**src/rtl/rt_pkg.sv**
```systemverilog
// Shared types and width helpers for the reaction-time game controller.
package rt_pkg;

    localparam logic [2:0] ST_IDLE    = 3'd0;
    localparam logic [2:0] ST_WAIT    = 3'd1;
    localparam logic [2:0] ST_CLR1    = 3'd2;
    localparam logic [2:0] ST_MEASURE = 3'd3;
    localparam logic [2:0] ST_STORE   = 3'd4;
    localparam logic [2:0] ST_CLR2    = 3'd5;
    localparam logic [2:0] ST_AVERAGE = 3'd6;
    localparam logic [2:0] ST_COMPARE = 3'd7;

    typedef enum logic [2:0] {
        S_IDLE    = ST_IDLE,
        S_WAIT    = ST_WAIT,
        S_CLR1    = ST_CLR1,
        S_MEASURE = ST_MEASURE,
        S_STORE   = ST_STORE,
        S_CLR2    = ST_CLR2,
        S_AVERAGE = ST_AVERAGE,
        S_COMPARE = ST_COMPARE
    } state_e;

    function automatic int time_max(input int time_w);
        return (1 << time_w) - 1;
    endfunction

    function automatic int sum_w(input int time_w, input int rounds_log2);
        return time_w + rounds_log2;
    endfunction

endpackage

```
**src/rtl/reaction_test_fsm_if.sv**
```systemverilog
// Button/timer events in, game state and per-player results out.
interface reaction_test_fsm_if
    import rt_pkg::*;
#(
    parameter int NUM_PLAYERS = 2,
    parameter int ROUNDS_LOG2 = 3,
    parameter int TIME_W      = 10,
    parameter int IN_W        = 16
);
    localparam int PW     = $clog2(NUM_PLAYERS);
    localparam int SUM_W  = sum_w(TIME_W, ROUNDS_LOG2);
    localparam int TURN_W = ROUNDS_LOG2 + 1;

    logic [PW-1:0]                 cur_player;
    logic                          btn_action;
    logic                          btn_react;
    logic                          btn_average;
    logic                          btn_compare;
    logic                          evt_start;
    logic                          evt_overflow;
    logic                          evt_cleared;
    logic [IN_W-1:0]               react_time;
    logic [2:0]                    state;
    logic [NUM_PLAYERS*SUM_W-1:0]  sum_flat;
    logic [NUM_PLAYERS*TIME_W-1:0] avg_flat;
    logic [NUM_PLAYERS*TURN_W-1:0] turn_flat;
    logic [NUM_PLAYERS-1:0]        done_mask;
    logic [PW-1:0]                 winner;
    logic                          winner_valid;
    logic                          tie;

    modport master (
        output cur_player, btn_action, btn_react, btn_average, btn_compare,
        output evt_start, evt_overflow, evt_cleared, react_time,
        input  state, sum_flat, avg_flat, turn_flat, done_mask,
        input  winner, winner_valid, tie
    );

    modport slave (
        input  cur_player, btn_action, btn_react, btn_average, btn_compare,
        input  evt_start, evt_overflow, evt_cleared, react_time,
        output state, sum_flat, avg_flat, turn_flat, done_mask,
        output winner, winner_valid, tie
    );

endinterface

```
**src/rtl/rt_argmin.sv**
```systemverilog
// Combinational argmin over packed player sums; lowest index wins ties.
module rt_argmin #(
    parameter int NUM_PLAYERS = 2,
    parameter int SUM_W       = 13
) (
    input  logic [NUM_PLAYERS*SUM_W-1:0]     sum_flat,
    output logic [$clog2(NUM_PLAYERS)-1:0]   idx,
    output logic                             tie
);
    localparam int PW = $clog2(NUM_PLAYERS);

    logic [SUM_W-1:0] best;
    logic [SUM_W-1:0] s;

    always_comb begin
        best = sum_flat[0 +: SUM_W];
        idx  = '0;
        tie  = 1'b0;
        s    = '0;
        for (int p = 1; p < NUM_PLAYERS; p++) begin
            s = sum_flat[p*SUM_W +: SUM_W];
            if (s < best) begin
                best = s;
                idx  = PW'(p);
                tie  = 1'b0;
            end else if (s == best) begin
                tie = 1'b1;
            end
        end
    end

endmodule

```
**src/rtl/reaction_test_fsm.sv**
```systemverilog
// Reaction-time game controller: round sequencing, per-player
// accumulation with saturation and false-start penalty, final ranking.
module reaction_test_fsm
    import rt_pkg::*;
#(
    parameter int NUM_PLAYERS = 2,
    parameter int ROUNDS_LOG2 = 3,
    parameter int TIME_W      = 10,
    parameter int IN_W        = 16
) (
    input  logic                clk,
    input  logic                rstn,
    reaction_test_fsm_if.slave  bus
);
    localparam int PW     = $clog2(NUM_PLAYERS);
    localparam int SUM_W  = sum_w(TIME_W, ROUNDS_LOG2);
    localparam int TURN_W = ROUNDS_LOG2 + 1;
    localparam int ROUNDS = 1 << ROUNDS_LOG2;
    localparam logic [TIME_W-1:0] TMAX = TIME_W'(time_max(TIME_W));

    state_e              state_q, state_d;
    logic [SUM_W-1:0]    sum_q  [NUM_PLAYERS];
    logic [SUM_W-1:0]    sum_d  [NUM_PLAYERS];
    logic [TURN_W-1:0]   turn_q [NUM_PLAYERS];
    logic [TURN_W-1:0]   turn_d [NUM_PLAYERS];
    logic [PW-1:0]       win_q, win_d;
    logic                tie_q, tie_d;

    logic                         cur_ok;
    logic [TURN_W-1:0]            cur_turn;
    logic                         cur_full;
    logic                         cur_open;
    logic                         acc;
    logic [TIME_W-1:0]            sample;
    logic [TIME_W-1:0]            in_cap;
    logic [NUM_PLAYERS-1:0]       done;
    logic [NUM_PLAYERS*SUM_W-1:0] sum_flat_w;
    logic [NUM_PLAYERS*TIME_W-1:0] avg_flat_w;
    logic [NUM_PLAYERS*TURN_W-1:0] turn_flat_w;
    logic [PW-1:0]                am_idx;
    logic                         am_tie;

    // An out-of-range player matches no slot and so never accumulates.
    always_comb begin
        cur_ok   = 1'b0;
        cur_turn = '0;
        for (int p = 0; p < NUM_PLAYERS; p++) begin
            if (bus.cur_player == PW'(p)) begin
                cur_ok   = 1'b1;
                cur_turn = turn_q[p];
            end
        end
    end

    assign cur_full = cur_ok && (cur_turn == TURN_W'(ROUNDS));
    assign cur_open = cur_ok && (cur_turn != TURN_W'(ROUNDS));
    assign in_cap   = (bus.react_time > IN_W'(TMAX)) ? TMAX
                    : bus.react_time[TIME_W-1:0];

    always_comb begin
        state_d = state_q;
        sum_d   = sum_q;
        turn_d  = turn_q;
        win_d   = win_q;
        tie_d   = tie_q;
        acc     = 1'b0;
        sample  = TMAX;
        case (state_q)
            S_IDLE: begin
                for (int p = 0; p < NUM_PLAYERS; p++) begin
                    sum_d[p]  = '0;
                    turn_d[p] = '0;
                end
                if (bus.btn_action) state_d = S_WAIT;
            end
            S_WAIT: begin
                if (bus.btn_react) begin
                    acc     = 1'b1;
                    state_d = S_STORE;
                end else if (bus.evt_start) begin
                    state_d = S_CLR1;
                end
            end
            S_CLR1: if (bus.evt_cleared) state_d = S_MEASURE;
            S_MEASURE: begin
                if (bus.evt_overflow) begin
                    acc     = 1'b1;
                    state_d = S_STORE;
                end else if (bus.btn_react) begin
                    acc     = 1'b1;
                    sample  = in_cap;
                    state_d = S_STORE;
                end
            end
            S_STORE: begin
                if (cur_full && bus.btn_average) state_d = S_AVERAGE;
                else if (cur_open && bus.btn_action) state_d = S_CLR2;
            end
            S_CLR2: if (bus.evt_cleared) state_d = S_WAIT;
            S_AVERAGE: begin
                if ((&done) && bus.btn_compare) begin
                    state_d = S_COMPARE;
                    win_d   = am_idx;
                    tie_d   = am_tie;
                end else if (cur_open && bus.btn_action) begin
                    state_d = S_WAIT;
                end
            end
            S_COMPARE: if (bus.btn_action) state_d = S_IDLE;
            default: state_d = S_IDLE;
        endcase
        if (acc && cur_open) begin
            for (int p = 0; p < NUM_PLAYERS; p++) begin
                if (bus.cur_player == PW'(p)) begin
                    sum_d[p]  = sum_q[p] + SUM_W'(sample);
                    turn_d[p] = turn_q[p] + TURN_W'(1);
                end
            end
        end
    end

    always_ff @(posedge clk or negedge rstn) begin
        if (!rstn) begin
            state_q <= S_IDLE;
            win_q   <= '0;
            tie_q   <= 1'b0;
            for (int p = 0; p < NUM_PLAYERS; p++) begin
                sum_q[p]  <= '0;
                turn_q[p] <= '0;
            end
        end else begin
            state_q <= state_d;
            win_q   <= win_d;
            tie_q   <= tie_d;
            for (int p = 0; p < NUM_PLAYERS; p++) begin
                sum_q[p]  <= sum_d[p];
                turn_q[p] <= turn_d[p];
            end
        end
    end

    always_comb begin
        sum_flat_w  = '0;
        avg_flat_w  = '0;
        turn_flat_w = '0;
        done        = '0;
        for (int p = 0; p < NUM_PLAYERS; p++) begin
            sum_flat_w[p*SUM_W +: SUM_W]    = sum_q[p];
            avg_flat_w[p*TIME_W +: TIME_W]  = sum_q[p][SUM_W-1:ROUNDS_LOG2];
            turn_flat_w[p*TURN_W +: TURN_W] = turn_q[p];
            done[p] = (turn_q[p] == TURN_W'(ROUNDS));
        end
    end

    rt_argmin #(
        .NUM_PLAYERS (NUM_PLAYERS),
        .SUM_W       (SUM_W)
    ) u_argmin (
        .sum_flat (sum_flat_w),
        .idx      (am_idx),
        .tie      (am_tie)
    );

    assign bus.state        = state_q;
    assign bus.sum_flat     = sum_flat_w;
    assign bus.avg_flat     = avg_flat_w;
    assign bus.turn_flat    = turn_flat_w;
    assign bus.done_mask    = done;
    assign bus.winner       = win_q;
    assign bus.tie          = tie_q;
    assign bus.winner_valid = (state_q == S_COMPARE);

endmodule

```
**src/flat_wrapper.sv**
```systemverilog
// flat-port wrapper written by rule: the top's interface ports become plain ports
module reaction_test_fsm_flat import rt_pkg::*;
#(
    parameter int NUM_PLAYERS = 2,
    parameter int ROUNDS_LOG2 = 3,
    parameter int TIME_W      = 10,
    parameter int IN_W        = 16
)
  (clk, rstn, bus_cur_player, bus_btn_action, bus_btn_react, bus_btn_average, bus_btn_compare, bus_evt_start, bus_evt_overflow, bus_evt_cleared, bus_react_time, bus_state, bus_sum_flat, bus_avg_flat, bus_turn_flat, bus_done_mask, bus_winner, bus_winner_valid, bus_tie);
  reaction_test_fsm_if #(.NUM_PLAYERS(NUM_PLAYERS), .ROUNDS_LOG2(ROUNDS_LOG2), .TIME_W(TIME_W), .IN_W(IN_W)) bus_i ();
  input  logic clk;
  input  logic rstn;
  input wire logic [$bits(bus_i.cur_player)-1:0] bus_cur_player;
  input wire logic [$bits(bus_i.btn_action)-1:0] bus_btn_action;
  input wire logic [$bits(bus_i.btn_react)-1:0] bus_btn_react;
  input wire logic [$bits(bus_i.btn_average)-1:0] bus_btn_average;
  input wire logic [$bits(bus_i.btn_compare)-1:0] bus_btn_compare;
  input wire logic [$bits(bus_i.evt_start)-1:0] bus_evt_start;
  input wire logic [$bits(bus_i.evt_overflow)-1:0] bus_evt_overflow;
  input wire logic [$bits(bus_i.evt_cleared)-1:0] bus_evt_cleared;
  input wire logic [$bits(bus_i.react_time)-1:0] bus_react_time;
  output wire logic [$bits(bus_i.state)-1:0] bus_state;
  output wire logic [$bits(bus_i.sum_flat)-1:0] bus_sum_flat;
  output wire logic [$bits(bus_i.avg_flat)-1:0] bus_avg_flat;
  output wire logic [$bits(bus_i.turn_flat)-1:0] bus_turn_flat;
  output wire logic [$bits(bus_i.done_mask)-1:0] bus_done_mask;
  output wire logic [$bits(bus_i.winner)-1:0] bus_winner;
  output wire logic [$bits(bus_i.winner_valid)-1:0] bus_winner_valid;
  output wire logic [$bits(bus_i.tie)-1:0] bus_tie;
  assign bus_i.cur_player = bus_cur_player;
  assign bus_i.btn_action = bus_btn_action;
  assign bus_i.btn_react = bus_btn_react;
  assign bus_i.btn_average = bus_btn_average;
  assign bus_i.btn_compare = bus_btn_compare;
  assign bus_i.evt_start = bus_evt_start;
  assign bus_i.evt_overflow = bus_evt_overflow;
  assign bus_i.evt_cleared = bus_evt_cleared;
  assign bus_i.react_time = bus_react_time;
  assign bus_state = bus_i.state;
  assign bus_sum_flat = bus_i.sum_flat;
  assign bus_avg_flat = bus_i.avg_flat;
  assign bus_turn_flat = bus_i.turn_flat;
  assign bus_done_mask = bus_i.done_mask;
  assign bus_winner = bus_i.winner;
  assign bus_winner_valid = bus_i.winner_valid;
  assign bus_tie = bus_i.tie;
  reaction_test_fsm #(.NUM_PLAYERS(NUM_PLAYERS), .ROUNDS_LOG2(ROUNDS_LOG2), .TIME_W(TIME_W), .IN_W(IN_W)) u_core (.clk(clk), .rstn(rstn), .bus(bus_i));
endmodule
```
**config.mk**
```make
export PLATFORM = sky130hd
export DESIGN_NAME = reaction_test_fsm_flat
export DESIGN_NICKNAME = d
export VERILOG_FILES = /design/src/rtl/rt_pkg.sv /design/src/rtl/reaction_test_fsm_if.sv /design/src/rtl/rt_argmin.sv /design/src/rtl/reaction_test_fsm.sv /design/src/flat_wrapper.sv
export SDC_FILE = /design/constraint.sdc
export NUM_CORES = 1
export LEC_CHECK = 0
export ABC_AREA = 1
export BUFFER_PORTS_ARGS = -buffer_cell sky130_fd_sc_hd__clkbuf_2
export CORE_MARGIN = 5
export CORE_UTILIZATION = 55
export CTS_CLUSTER_DIAMETER = 30
export DETAILED_ROUTE_END_ITERATION = 7
export PLACE_DENSITY = 0.81
export SLEW_MARGIN = 20
export SYNTH_ARGS = -nofsm -noshare
export SYNTH_HDL_FRONTEND = slang
export SYNTH_SLANG_ARGS = --single-unit
```
**constraint.sdc**
```tcl
create_clock -name clk -period 2.79 [get_ports clk]
set_input_delay 0.279 -clock clk [delete_from_list [all_inputs] [get_ports clk]]
set_output_delay 0.279 -clock clk [all_outputs]
set_load 0.01 [all_outputs]
```
==> results.md <==
- RSZ-0062 raised after global routing: no
- Fmax achieved: 0.394 GHz
- CP cell instances: nor2_4 -> nand4_1 -> buf_4 -> or2_2 -> ha_1 -> inv_1 -> fa_1 -> inv_1 -> nand3_1 -> nand3_1 -> nand2_1 -> nand2_1 -> nand2_1 -> nand2_1 -> nand2_1 -> nand2_1 -> nand2_1 -> inv_1
- Initial DRT Pass Iterations: 4
- Crit path buffers/inverters: 4
- Leading cell type in the layout, fill and taps excluded: nand2_1
- Power per cell area: 1050 mW/mm2
- Die H: 92.6 um
- Synth cell types: 30
- Critical Path Max Stage Delay: 0.46 ns
- Worst endpoint required time: 2.99 ns
- Endpoints failing setup: 0
- Port Buf Inserts: 87
- Post-layout minimum cycle time: 2.54 ns
- Synth Register Bits: 39
- Largest net degree at the start of global routing: 40
- Max VDD drop: 712 uV
- Ant diodes: 0
- CP top delay family: simple AND/OR/NAND/NOR gates
- Antenna viol nets, final: 0
- Slew headroom: 0.386
- # fillers: 612
- Crit Path Class: flip-flop to flip-flop
- GRT Util Overall: 0.241
- Num CTS Buffers: 5
- Critical Path End Type: flip-flop
- Most frequent cells in the layout: nand2_1 (155), clkbuf_2 (86), inv_1 (77), nand3_1 (77), nor2_1 (45)
- Initial Util: 0.559
- Seq/Total Area, Yosys: 0.260
- Global-route wire length before repair: 16800 um
- DR WL/cell: 13.9 um
- Tcrit/Tclk final: 0.910
- Slew Viols, Final: 0
- Crit path arrival time: 2.74 ns
- Max cap viols: 0
- H-tree depth: 2
- Share of post-route cells with drive strength above 1: 0.190
- Status: finished clean
- DRT iter0 DRCs: 232
- Maximum clock path buffer count: 2
- Nets@finish: 698
- DP Worst Slack: -0.0595 ns
- Core area: 0.00672 mm2
- DP HPWL: 7810 um
- Worst-Skew Late Latency: 0.30 ns
- Total power: 4.44 mW
- Clock Skews: 0.0150 ns
- Synthesized area per cell: 6.67 um2
- Root buf cell: clkbuf_8
- P_leak: 2.43 nW
- Flip-flop and latch area: 977 um2
- Vias per cell: 5.40
- Site Rows: 30
- Gr ovfl total: 0
- Die area: 0.00858 mm2
- Clk slew on worst S/H paths: 0.09 ns
- Crit-path most repeated cell: nand2_1
- CTS tree: built
- Via count: 3848
- Io pins: 88
- Slew @ Worst Pin: 0.920 ns
- Area Overhead vs Synth: 13.1%
- Yosys warning count: 0
- Hold-fix buffers at CTS: 0
- Critical path's slowest cell: dfrtp_2
- Syn_nets: 629
- Initial antenna violation count: 0
- Area of the mapped netlist: 0.00375 mm2
- Setup slack after layout: 0.251 ns
- CTS sink cnt: 39
- Mapped Cells: 563
- Worst-path fanout max: 8
- Die X: 92.6 um
- Multi-input logic area: 0.00226 mm2
- Setup crit start kind: flip-flop
- Hold WS: 0.104 ns
- Residual DRC: 0
- GP Congestion: 0.938
- Total wire length: 9880 um
- Number of global-route vias before repair: 3580
- Final hold violations: 0
- Hold Path Class: input pin to async pin
## through the flow
| step | utilization | setup TNS, ns | std cells | area, um2 |
|---|---|---|---|---|
| floorplan | - | 0 | 563 | 3750 |
| global placement | 0.610 | 0 | 703 | 4100 |
| detailed placement | 0.610 | -0.120 | 703 | 4100 |
| CTS | 0.629 | 0 | 711 | 4230 |
| global route | 0.632 | 0 | 713 | 4250 |
| finish | 0.632 | 0 | 713 | 4250 |
## report_power, final
group | switching [mW] | leakage [nW] | internal, mW
clock network | 0.220 | 0.0654 | 0.358
logic | 1.81 | 1.83 | 1.07
registers | 0.259 | 0.527 | 0.719
total | 2.29 | 2.43 | 2.15
## sequential cells by signal, summed over array words and instances (netlist names)
| register | cells |
|---|---|
| u_core.bus.sum_flat | 6 |
| u_core.bus.tie | 1 |
| u_core.bus.winner | 1 |
| u_core.bus.state | 3 |
| u_core.bus.avg_flat | 20 |
| u_core.bus.turn_flat | 8 |
## synthesized netlist by cell type (all sizes together)
cell type | count | area (um2)
nor2 | 49 | 214
o22ai | 2 | 12.5
nor3 | 3 | 15.0
o21a | 1 | 7.51
ha | 38 | 475
inv | 81 | 304
nand4 | 9 | 56.3
xor2 | 4 | 35.0
o21bai | 2 | 15.0
a21oi | 18 | 90.1
buf | 26 | 200
or2 | 10 | 62.6
o21ai | 29 | 149
o31ai | 1 | 7.51
nand2 | 155 | 582
xnor2 | 5 | 43.8
clkbuf | 4 | 15.0
nand3b | 3 | 22.5
nor4 | 2 | 12.5
nand3 | 78 | 403
dfrtp | 39 | 976
a21boi | 2 | 15.0
fa | 2 | 40.0
## worst register-to-register path: stages, from the launching register on
cell     delay (ns)
dfrtp_2        0.46
nor2_4         0.15
nand4_1        0.10
buf_4          0.18
or2_2          0.30
ha_1           0.22
inv_1          0.08
fa_1           0.20
inv_1          0.08
nand3_1        0.07
nand3_1        0.11
nand2_1        0.08
nand2_1        0.08
nand2_1        0.07
nand2_1        0.07
nand2_1        0.06
nand2_1        0.05
nand2_1        0.05
inv_1          0.04
## kinds of logic after synthesis
logic type               count (synthesis)  share of synthesized area
flip-flops                              39                      0.260
adder cells (fa/ha/maj)                 40                      0.137
XOR/XNOR                                 9                     0.0210
AND/OR/NAND/NOR                        309                      0.364
buffers and inverters                  111                      0.138
AO/OA/AOI/OAI                           55                     0.0790
## layout make-up
type,instances,area share
tap,80,0.0236
sequential,39,0.230
multi-input combinational,413,0.532
clock inverter,2,0.0141
inverter,81,0.0716
timing repair buffer,92,0.111
clock buffer,6,0.0171
## path summary, 6_finish.rpt
| kind | startpoint | to | slack (ns) | cells past startpoint |
|---|---|---|---|---|
| max | u_core.bus.state[2] | u_core.bus.avg_flat[19] | 0.25 | 18 |
| min | rstn | u_core.bus.sum_flat[13] | 0.10 | 1 |
| max reg2reg | u_core.bus.state[2] | u_core.bus.avg_flat[19] | 0.25 | 18 |
| min reg2reg | u_core.bus.tie | u_core.bus.tie | 0.49 | 2 |
| max in group asynchronous | rstn | u_core.bus.state[2] | 2.04 | 1 |
| min in group clk | bus_btn_compare | u_core.bus.winner | 0.34 | 3 |
## repair_timing
item,CTS,global route
endpoints found under the setup margin,0,11
setup buffers,0,2
gates resized for setup,0,1
hold endpoints to repair,0,0
## layer usage
metal / share of wire / track usage / vias to the layer above / routed length (um)
li1: - / - / 1935 / -
met1: 0.44 / 0.333 / 1780 / 4380
met2: 0.48 / 0.404 / 121 / 4740
met3: 0.063 / 0.0244 / 12 / 622
met4: 0.013 / 0.0611 / 0 / 131
met5: 0 / 0 / - / 0
No activity file was read; power rests on OpenSTA's default activity.
